==> src/rtl/dac_test_pkg.sv <==
// Shared types and constants for the composite video DAC scheduler.
package dac_test_pkg;

   typedef enum logic [1:0] {
      PAT_SAW    = 2'd0,
      PAT_SQUARE = 2'd1,
      PAT_STAIR  = 2'd2,
      PAT_MID    = 2'd3
   } pattern_e;

   typedef enum logic [2:0] {
      StAuto     = 3'd0,
      StHold     = 3'd1,
      StGuardIn  = 3'd2,
      StExt      = 3'd3,
      StGuardOut = 3'd4
   } sched_state_e;

   localparam logic [7:0] BLANK_LEVEL    = 8'h00;
   localparam logic [7:0] MID_LEVEL      = 8'h80;
   localparam logic [7:0] CMD_AUTO       = 8'hFF;
   localparam logic [2:0] PATTERN_ID_EXT = 3'd7;

   // Bytes 0x00..0x03 select a held pattern.
   function automatic logic is_hold_cmd(input logic [7:0] b);
      return (b[7:2] == 6'd0);
   endfunction

   // AUTO rotation order, wraps 3 -> 0.
   function automatic pattern_e next_pattern(input pattern_e p);
      return pattern_e'(p + 2'd1);
   endfunction

endpackage

==> src/rtl/dac_pattern_gen.sv <==
// Free-running test pattern sources; all four codes are presented combinationally.
module dac_pattern_gen
   import dac_test_pkg::*;
#(
   parameter int unsigned RAMP_SHIFT         = 3,
   parameter int unsigned SQUARE_HALF_PERIOD = 1024
) (
   input  logic       i_clk,
   input  logic       i_rst,
   output logic [7:0] o_saw,
   output logic [7:0] o_square,
   output logic [7:0] o_stair,
   output logic [7:0] o_mid
);

   localparam int unsigned RampW = RAMP_SHIFT + 8;
   localparam int unsigned SqW   = $clog2(SQUARE_HALF_PERIOD + 1);

   logic [RampW-1:0] r_ramp;
   logic [SqW-1:0]   r_sq_cnt;
   logic             r_sq_lvl;
   logic [2:0]       w_step;

   // Ramp counter and square half-period timer, both restart on reset.
   always_ff @(posedge i_clk) begin
      if (i_rst) begin
         r_ramp   <= '0;
         r_sq_cnt <= '0;
         r_sq_lvl <= 1'b0;
      end else begin
         r_ramp <= r_ramp + RampW'(1);
         if (r_sq_cnt == SqW'(SQUARE_HALF_PERIOD - 1)) begin
            r_sq_cnt <= '0;
            r_sq_lvl <= ~r_sq_lvl;
         end else begin
            r_sq_cnt <= r_sq_cnt + SqW'(1);
         end
      end
   end

   // Pattern codes derived from the counters.
   always_comb begin
      w_step   = r_ramp[RAMP_SHIFT+7:RAMP_SHIFT+5];
      o_saw    = r_ramp[RAMP_SHIFT+7:RAMP_SHIFT];
      o_square = {8{r_sq_lvl}};
      o_stair  = {w_step, w_step, w_step[2:1]};
      o_mid    = MID_LEVEL;
   end

endmodule

==> src/rtl/dac_pattern_scheduler.sv <==
// Chooses each clock which source drives the video DAC: a test pattern or the external requester.
module dac_pattern_scheduler
   import dac_test_pkg::*;
#(
   parameter int unsigned DWELL_CYCLES       = 27_000_000,
   parameter int unsigned GUARD_CYCLES       = 64,
   parameter int unsigned RAMP_SHIFT         = 3,
   parameter int unsigned SQUARE_HALF_PERIOD = 1024
) (
   input  logic       i_clk27,
   input  logic       i_rst,
   input  logic       i_ext_req,
   input  logic [7:0] i_ext_data,
   output logic       o_ext_grant,
   input  logic       i_cmd_valid,
   input  logic [7:0] i_cmd_byte,
   output logic [7:0] o_video,
   output logic [1:0] o_video_extra,
   output logic [2:0] o_pattern_id
);

   localparam int unsigned DwellW = $clog2(DWELL_CYCLES);
   localparam int unsigned GuardW = $clog2(GUARD_CYCLES + 1);

   sched_state_e      r_state, w_state_d;
   pattern_e          r_pattern, w_pattern_d;
   logic              r_mode_auto, w_mode_auto_d;
   logic [DwellW-1:0] r_dwell, w_dwell_d;
   logic [GuardW-1:0] r_guard, w_guard_d;
   logic [7:0]        r_video, w_video_d;
   logic [2:0]        r_pattern_id, w_pattern_id_d;

   logic         w_cmd_auto, w_cmd_hold, w_guard_end;
   sched_state_e w_resume;
   logic [7:0]   w_saw, w_square, w_stair, w_mid, w_pat_code;

   dac_pattern_gen #(
      .RAMP_SHIFT         (RAMP_SHIFT),
      .SQUARE_HALF_PERIOD (SQUARE_HALF_PERIOD)
   ) u_gen (
      .i_clk    (i_clk27),
      .i_rst    (i_rst),
      .o_saw    (w_saw),
      .o_square (w_square),
      .o_stair  (w_stair),
      .o_mid    (w_mid)
   );

   assign w_cmd_auto  = i_cmd_valid && (i_cmd_byte == CMD_AUTO);
   assign w_cmd_hold  = i_cmd_valid && is_hold_cmd(i_cmd_byte);
   assign w_guard_end = (r_guard == GuardW'(GUARD_CYCLES - 1));
   assign w_resume    = w_mode_auto_d ? StAuto : StHold;

   // State register and all registered datapath/outputs.
   always_ff @(posedge i_clk27) begin
      if (i_rst) begin
         r_state      <= StAuto;
         r_pattern    <= PAT_SAW;
         r_mode_auto  <= 1'b1;
         r_dwell      <= '0;
         r_guard      <= '0;
         r_video      <= BLANK_LEVEL;
         r_pattern_id <= 3'd0;
      end else begin
         r_state      <= w_state_d;
         r_pattern    <= w_pattern_d;
         r_mode_auto  <= w_mode_auto_d;
         r_dwell      <= w_dwell_d;
         r_guard      <= w_guard_d;
         r_video      <= w_video_d;
         r_pattern_id <= w_pattern_id_d;
      end
   end

   // Saved mode/pattern and dwell timing; commands win over a same-cycle dwell expiry.
   always_comb begin
      w_pattern_d   = r_pattern;
      w_mode_auto_d = r_mode_auto;
      w_dwell_d     = r_dwell;
      if (r_state == StAuto) begin
         if (r_dwell == DwellW'(DWELL_CYCLES - 1)) begin
            w_dwell_d   = '0;
            w_pattern_d = next_pattern(r_pattern);
         end else begin
            w_dwell_d = r_dwell + DwellW'(1);
         end
      end
      if (w_cmd_auto) begin
         w_mode_auto_d = 1'b1;
         w_dwell_d     = '0;
      end else if (w_cmd_hold) begin
         w_mode_auto_d = 1'b0;
         w_pattern_d   = pattern_e'(i_cmd_byte[1:0]);
         w_dwell_d     = '0;
      end
   end

   // Next-state logic for ownership hand-over with blanking guards.
   always_comb begin
      w_state_d = r_state;
      w_guard_d = r_guard;
      case (r_state)
         StAuto, StHold: begin
            w_guard_d = '0;
            w_state_d = i_ext_req ? StGuardIn : w_resume;
         end
         StGuardIn: begin
            if (!i_ext_req) begin
               w_state_d = w_resume;
               w_guard_d = '0;
            end else if (w_guard_end) begin
               w_state_d = StExt;
               w_guard_d = '0;
            end else begin
               w_guard_d = r_guard + GuardW'(1);
            end
         end
         StExt: begin
            w_guard_d = '0;
            if (!i_ext_req) w_state_d = StGuardOut;
         end
         StGuardOut: begin
            if (w_guard_end) begin
               // Always finish the outgoing guard before re-requesting the DAC.
               w_state_d = i_ext_req ? StGuardIn : w_resume;
               w_guard_d = '0;
            end else begin
               w_guard_d = r_guard + GuardW'(1);
            end
         end
         default: begin
            w_state_d = StAuto;
            w_guard_d = '0;
         end
      endcase
   end

   // Output selection from the registered state and pattern.
   always_comb begin
      w_pat_code = w_saw;
      case (r_pattern)
         PAT_SAW:    w_pat_code = w_saw;
         PAT_SQUARE: w_pat_code = w_square;
         PAT_STAIR:  w_pat_code = w_stair;
         PAT_MID:    w_pat_code = w_mid;
      endcase
      w_video_d      = BLANK_LEVEL;
      w_pattern_id_d = PATTERN_ID_EXT;
      case (r_state)
         StAuto, StHold: begin
            w_video_d      = w_pat_code;
            w_pattern_id_d = {1'b0, r_pattern};
         end
         StExt:   w_video_d = i_ext_data;
         default: w_video_d = BLANK_LEVEL;
      endcase
   end

   assign o_ext_grant   = (r_state == StExt);
   assign o_video       = r_video;
   assign o_video_extra = r_video[7:6];
   assign o_pattern_id  = r_pattern_id;

endmodule

==> config.mk <==
export PLATFORM = sky130hd
export DESIGN_NAME = dac_pattern_scheduler
export DESIGN_NICKNAME = d
export VERILOG_FILES = /design/src/rtl/dac_test_pkg.sv /design/src/rtl/dac_pattern_gen.sv /design/src/rtl/dac_pattern_scheduler.sv
export SDC_FILE = /design/constraint.sdc
export NUM_CORES = 1
export LEC_CHECK = 0
export ABC_AREA = 0
export ABC_CLOCK_PERIOD_IN_PS = 2730
export CORE_ASPECT_RATIO = 0.75
export CORE_UTILIZATION = 40
export DETAILED_ROUTE_END_ITERATION = 8
export PLACE_DENSITY = 0.58
export SYNTH_ARGS = -nofsm -noshare
export SYNTH_HDL_FRONTEND = slang
export SYNTH_HIERARCHICAL = 1
export SYNTH_SLANG_ARGS = --single-unit
export TNS_END_PERCENT = 1
==> constraint.sdc <==
create_clock -name i_clk27 -period 2.73 [get_ports i_clk27]
set_input_delay 0.273 -clock i_clk27 [delete_from_list [all_inputs] [get_ports i_clk27]]
set_output_delay 0.273 -clock i_clk27 [all_outputs]
set_load 0.01 [all_outputs]
==> summary.md, run 1 <==
| Metric | Value |
|---|---|
| Outcome | complete, no violations |
| Post-CTS sizing | 0 |
| GR Overflow Total | 0 |
| Leakage power | 1.38 nW |
| Max-slew violations | 0 |
| Final hold vios | 0 |
| WP data required | 2.98 ns |
| Synth area leaders | dfxtp_1, buf_4, nor2_1 |
| Flops & latches, synth | 72 |
| Worst stage delay on the critical path | 0.67 ns |
| # diodes | 0 |
| Fill cells | 895 |
| Worst setup EP type | flip-flop |
| CP Class | reg2reg |
| Final instance area | 4270 sq um |
| Asr flop ratio synth | 0% |
| Total power | 2.41 mW |
| Post-route clock period utilization | 86.6% |
| Max transition margin | 57.9% |
| Startpoint Class | flip-flop |
| First-pass GRT wire length | 13.2 mm |
| Final #Nets | 467 |
| Power density over cell area | 564 nW/um^2 |
| GRT Total Usage | 16.9% |
| Area leader, netlist | dfxtp_1 |
| Max Fclk | 423 MHz |
| Synthesized area | 3740 sq um |
| Placed cells | 556 |
| Die Area | 9750 sq um |
| Initial DRC Count | 167 |
| CTS tree | yes |
| Crit path arrival time | 2.61 ns |
| Total clock sinks | 72 |
| # DRC | 0 |
| Distinct cells, synth | 50 |
| Worst skew pair latency | 0.33 ns |
| Crit path max fanout | 15 |
| Core box area | 9080 sq um |
| Post-CTS Setup Bufs | 0 |
| Commonest cells in the netlist | dfxtp_1, nor2_1, buf_4, nand2_1, o21ai_0 |
| Inserted Clock Buffers | 9 |
| Vias/cell | 5.34 |
| Post-DP Area | 3960 sq um |
| I/O Pins | 34 |
| MaxCap Viol Count | 0 |
| Min-Delay Path Class | reg2reg |
| DP HPWL | 5.33 mm |
| Syn Area/Cell | 8.57 sq um |
| Synth-to-Final Area Change | 14.0% |
| RSZ-0062 raised after global routing | false |
| Seq/Total Area, Yosys | 38.5% |
| Initial DRT Pass Iterations | 5 |
| Detail Route Antenna Nets | 0 |
| Synth Instances | 437 |
| Initial antenna violation count | 0 |
| Number of port buffers | 33 |
| Yosys warnings | 6 |
| Die width | 114 um |
| Actual slew at the worst max-slew pin | 0.627 ns |
| Main synth FF type | dfxtp_1 |
| WL per Instance | 13.3 um |
| H-tree depth | 3 |
| Fin crit period | 2.37 ns |
| Std-Cell Rows | 30 |
| Top delay family on crit path | simple AND/OR/NAND/NOR gates |
| Die Y | 85.8 um |
| Final Non-Filler Cells | 572 |
| Peak VDD IR | 0.492 mV |
| Top-count cell post-synth | dfxtp_1 |
| Via count | 3053 |
| Buf+Inv Stages, Crit Path | 0 |
| Cts hold-fix bufs | 0 |
| Vias in the first global route | 2761 |
| DRT Wirelength | 7.61 mm |
| Setup violators final | 0 |
| Clk root buf | clkbuf_16 |
| Number of flops mapped to enable cells by yosys | 0 |
| Max clock buf depth | 2 |
| Routability cong. | 0.805 |
| Crit path cell chain | or3_1 > or4_4 > or4_1 > a211oi_1 |
| Max Clock Skew | 0.00570 ns |
| Setup_tns | 0 ns |
| Initial cell density of the core | 41.2% |
| Largest net degree at the start of global routing | 26 |
| Clock Pin Slew Worst Setup and Hold Paths | 0.06 ns |
| Highest-delay cell along the critical path | or4_4 |
| Share of post-route cells with drive strength above 1 | 7.21% |
| Post-synth top area share | 38.5% |
-- registers in the layout, summed over array words and instances, names as in the netlist --
name            flops
r_state             3
u_gen/r_ramp       11
u_gen/r_sq_lvl      1
r_mode_auto         1
r_dwell            25
u_gen/r_sq_cnt     11
r_pattern           2
o_video             8
o_pattern_id        3
r_guard             7
-- area by class of cell --
type                    count  area [sq um]  share of cell area, %
clock buffers              11           253                   5.92
clock inverters             5          55.1                   1.29
inverters                  12          45.0                   1.06
multi-input cells         306          1940                   45.6
flip-flops and latches     72          1440                   33.8
well taps                 128           160                   3.75
repair buffers             38           368                   8.62
-- logic make-up after synthesis --
logic type | Yosys count | synth area share, %
other | 2 | 0.201
buffers and inverters | 65 | 10.2
AO/OA/AOI/OAI | 93 | 17.5
adder cells (fa/ha/maj) | 8 | 2.67
multiplexers | 2 | 0.568
AND/OR/NAND/NOR | 175 | 25.7
XOR/XNOR | 20 | 4.68
flip-flops | 72 | 38.5
-- per-stage QoR --
| step | setup WS (ns) | utilization, % | hold WS [ns] |
|---|---|---|---|
| final | 0.365 | 47.0 | 0.443 |
| after global routing | 0.188 | 47.0 | 0.469 |
| after CTS | 0.356 | 47.0 | 0.449 |
| after detailed placement | 0.386 | 43.6 | 0.440 |
| after global placement | 0.445 | 43.6 | 0.430 |
| after floorplan | 0.568 | - | 0.411 |
-- where the power goes --
part           leakage [nW]  total (mW)  switching (mW)  internal [mW]
Clock                 0.148        1.20           0.444          0.753
Combinational         0.651       0.122          0.0597         0.0622
Sequential            0.583        1.09          0.0175           1.07
Total                  1.38        2.41           0.521           1.89
-- layer usage --
layer | share of wire, % | track usage [%] | wire, um | up-vias
li1 | - | - | - | 1578
met2 | 43 | 24.8 | 3240 | 31
met3 | 2.5 | 4.73 | 189 | 10
met4 | 1.2 | 5.02 | 94 | 0
met5 | 0 | 0 | 0 | -
met1 | 54 | 24.0 | 4080 | 1434
-- worst paths after layout --
check	cells past startpoint	to	startpoint	slack, ns
worst min register to register	1	u_gen/r_ramp[0]$_SDFF_PP0_	u_gen/r_ramp[0]$_SDFF_PP0_	0.44
worst max-delay path	4	r_dwell[17]$_SDFFE_PP0P_	r_state[1]$_SDFFE_PP0P_	0.36
worst max register to register	4	r_dwell[17]$_SDFFE_PP0P_	r_state[1]$_SDFFE_PP0P_	0.36
worst min-delay path	1	u_gen/r_ramp[0]$_SDFF_PP0_	u_gen/r_ramp[0]$_SDFF_PP0_	0.44
-- placed cells by master (no fill, tap or decap), types with 5 or more instances in the layout --
cell type and count:
or4_1 13, a22oi_1 8, inv_1 12, dfxtp_1 72
xor2_1 11, a21oi_1 15, buf_4 5, conb_1 8
clkbuf_16 9, nand2_1 29, nor3_1 18, nand3_1 17
xnor2_1 9, nand4_1 10, o31ai_1 13, o21ai_0 23
nor2_1 35, or3_1 15, ha_1 8, a222oi_1 8
a211oi_1 14, clkdlybuf4s50_1 33
Power figures use the tool's default switching activity.
==> run 2, diff against run 1 <==
Settings changed: HOLD_SLACK_MARGIN set to 0.06, TNS_END_PERCENT 1 to unset.
==> results of run 2 <==
Final layout, timing and power as in run 1 (identical DEF).
==> run 3, diff against run 2 <==
Settings changed: ABC_AREA 0 to unset.
==> results of run 3 <==
Final layout, timing and power as in run 1 (identical DEF).
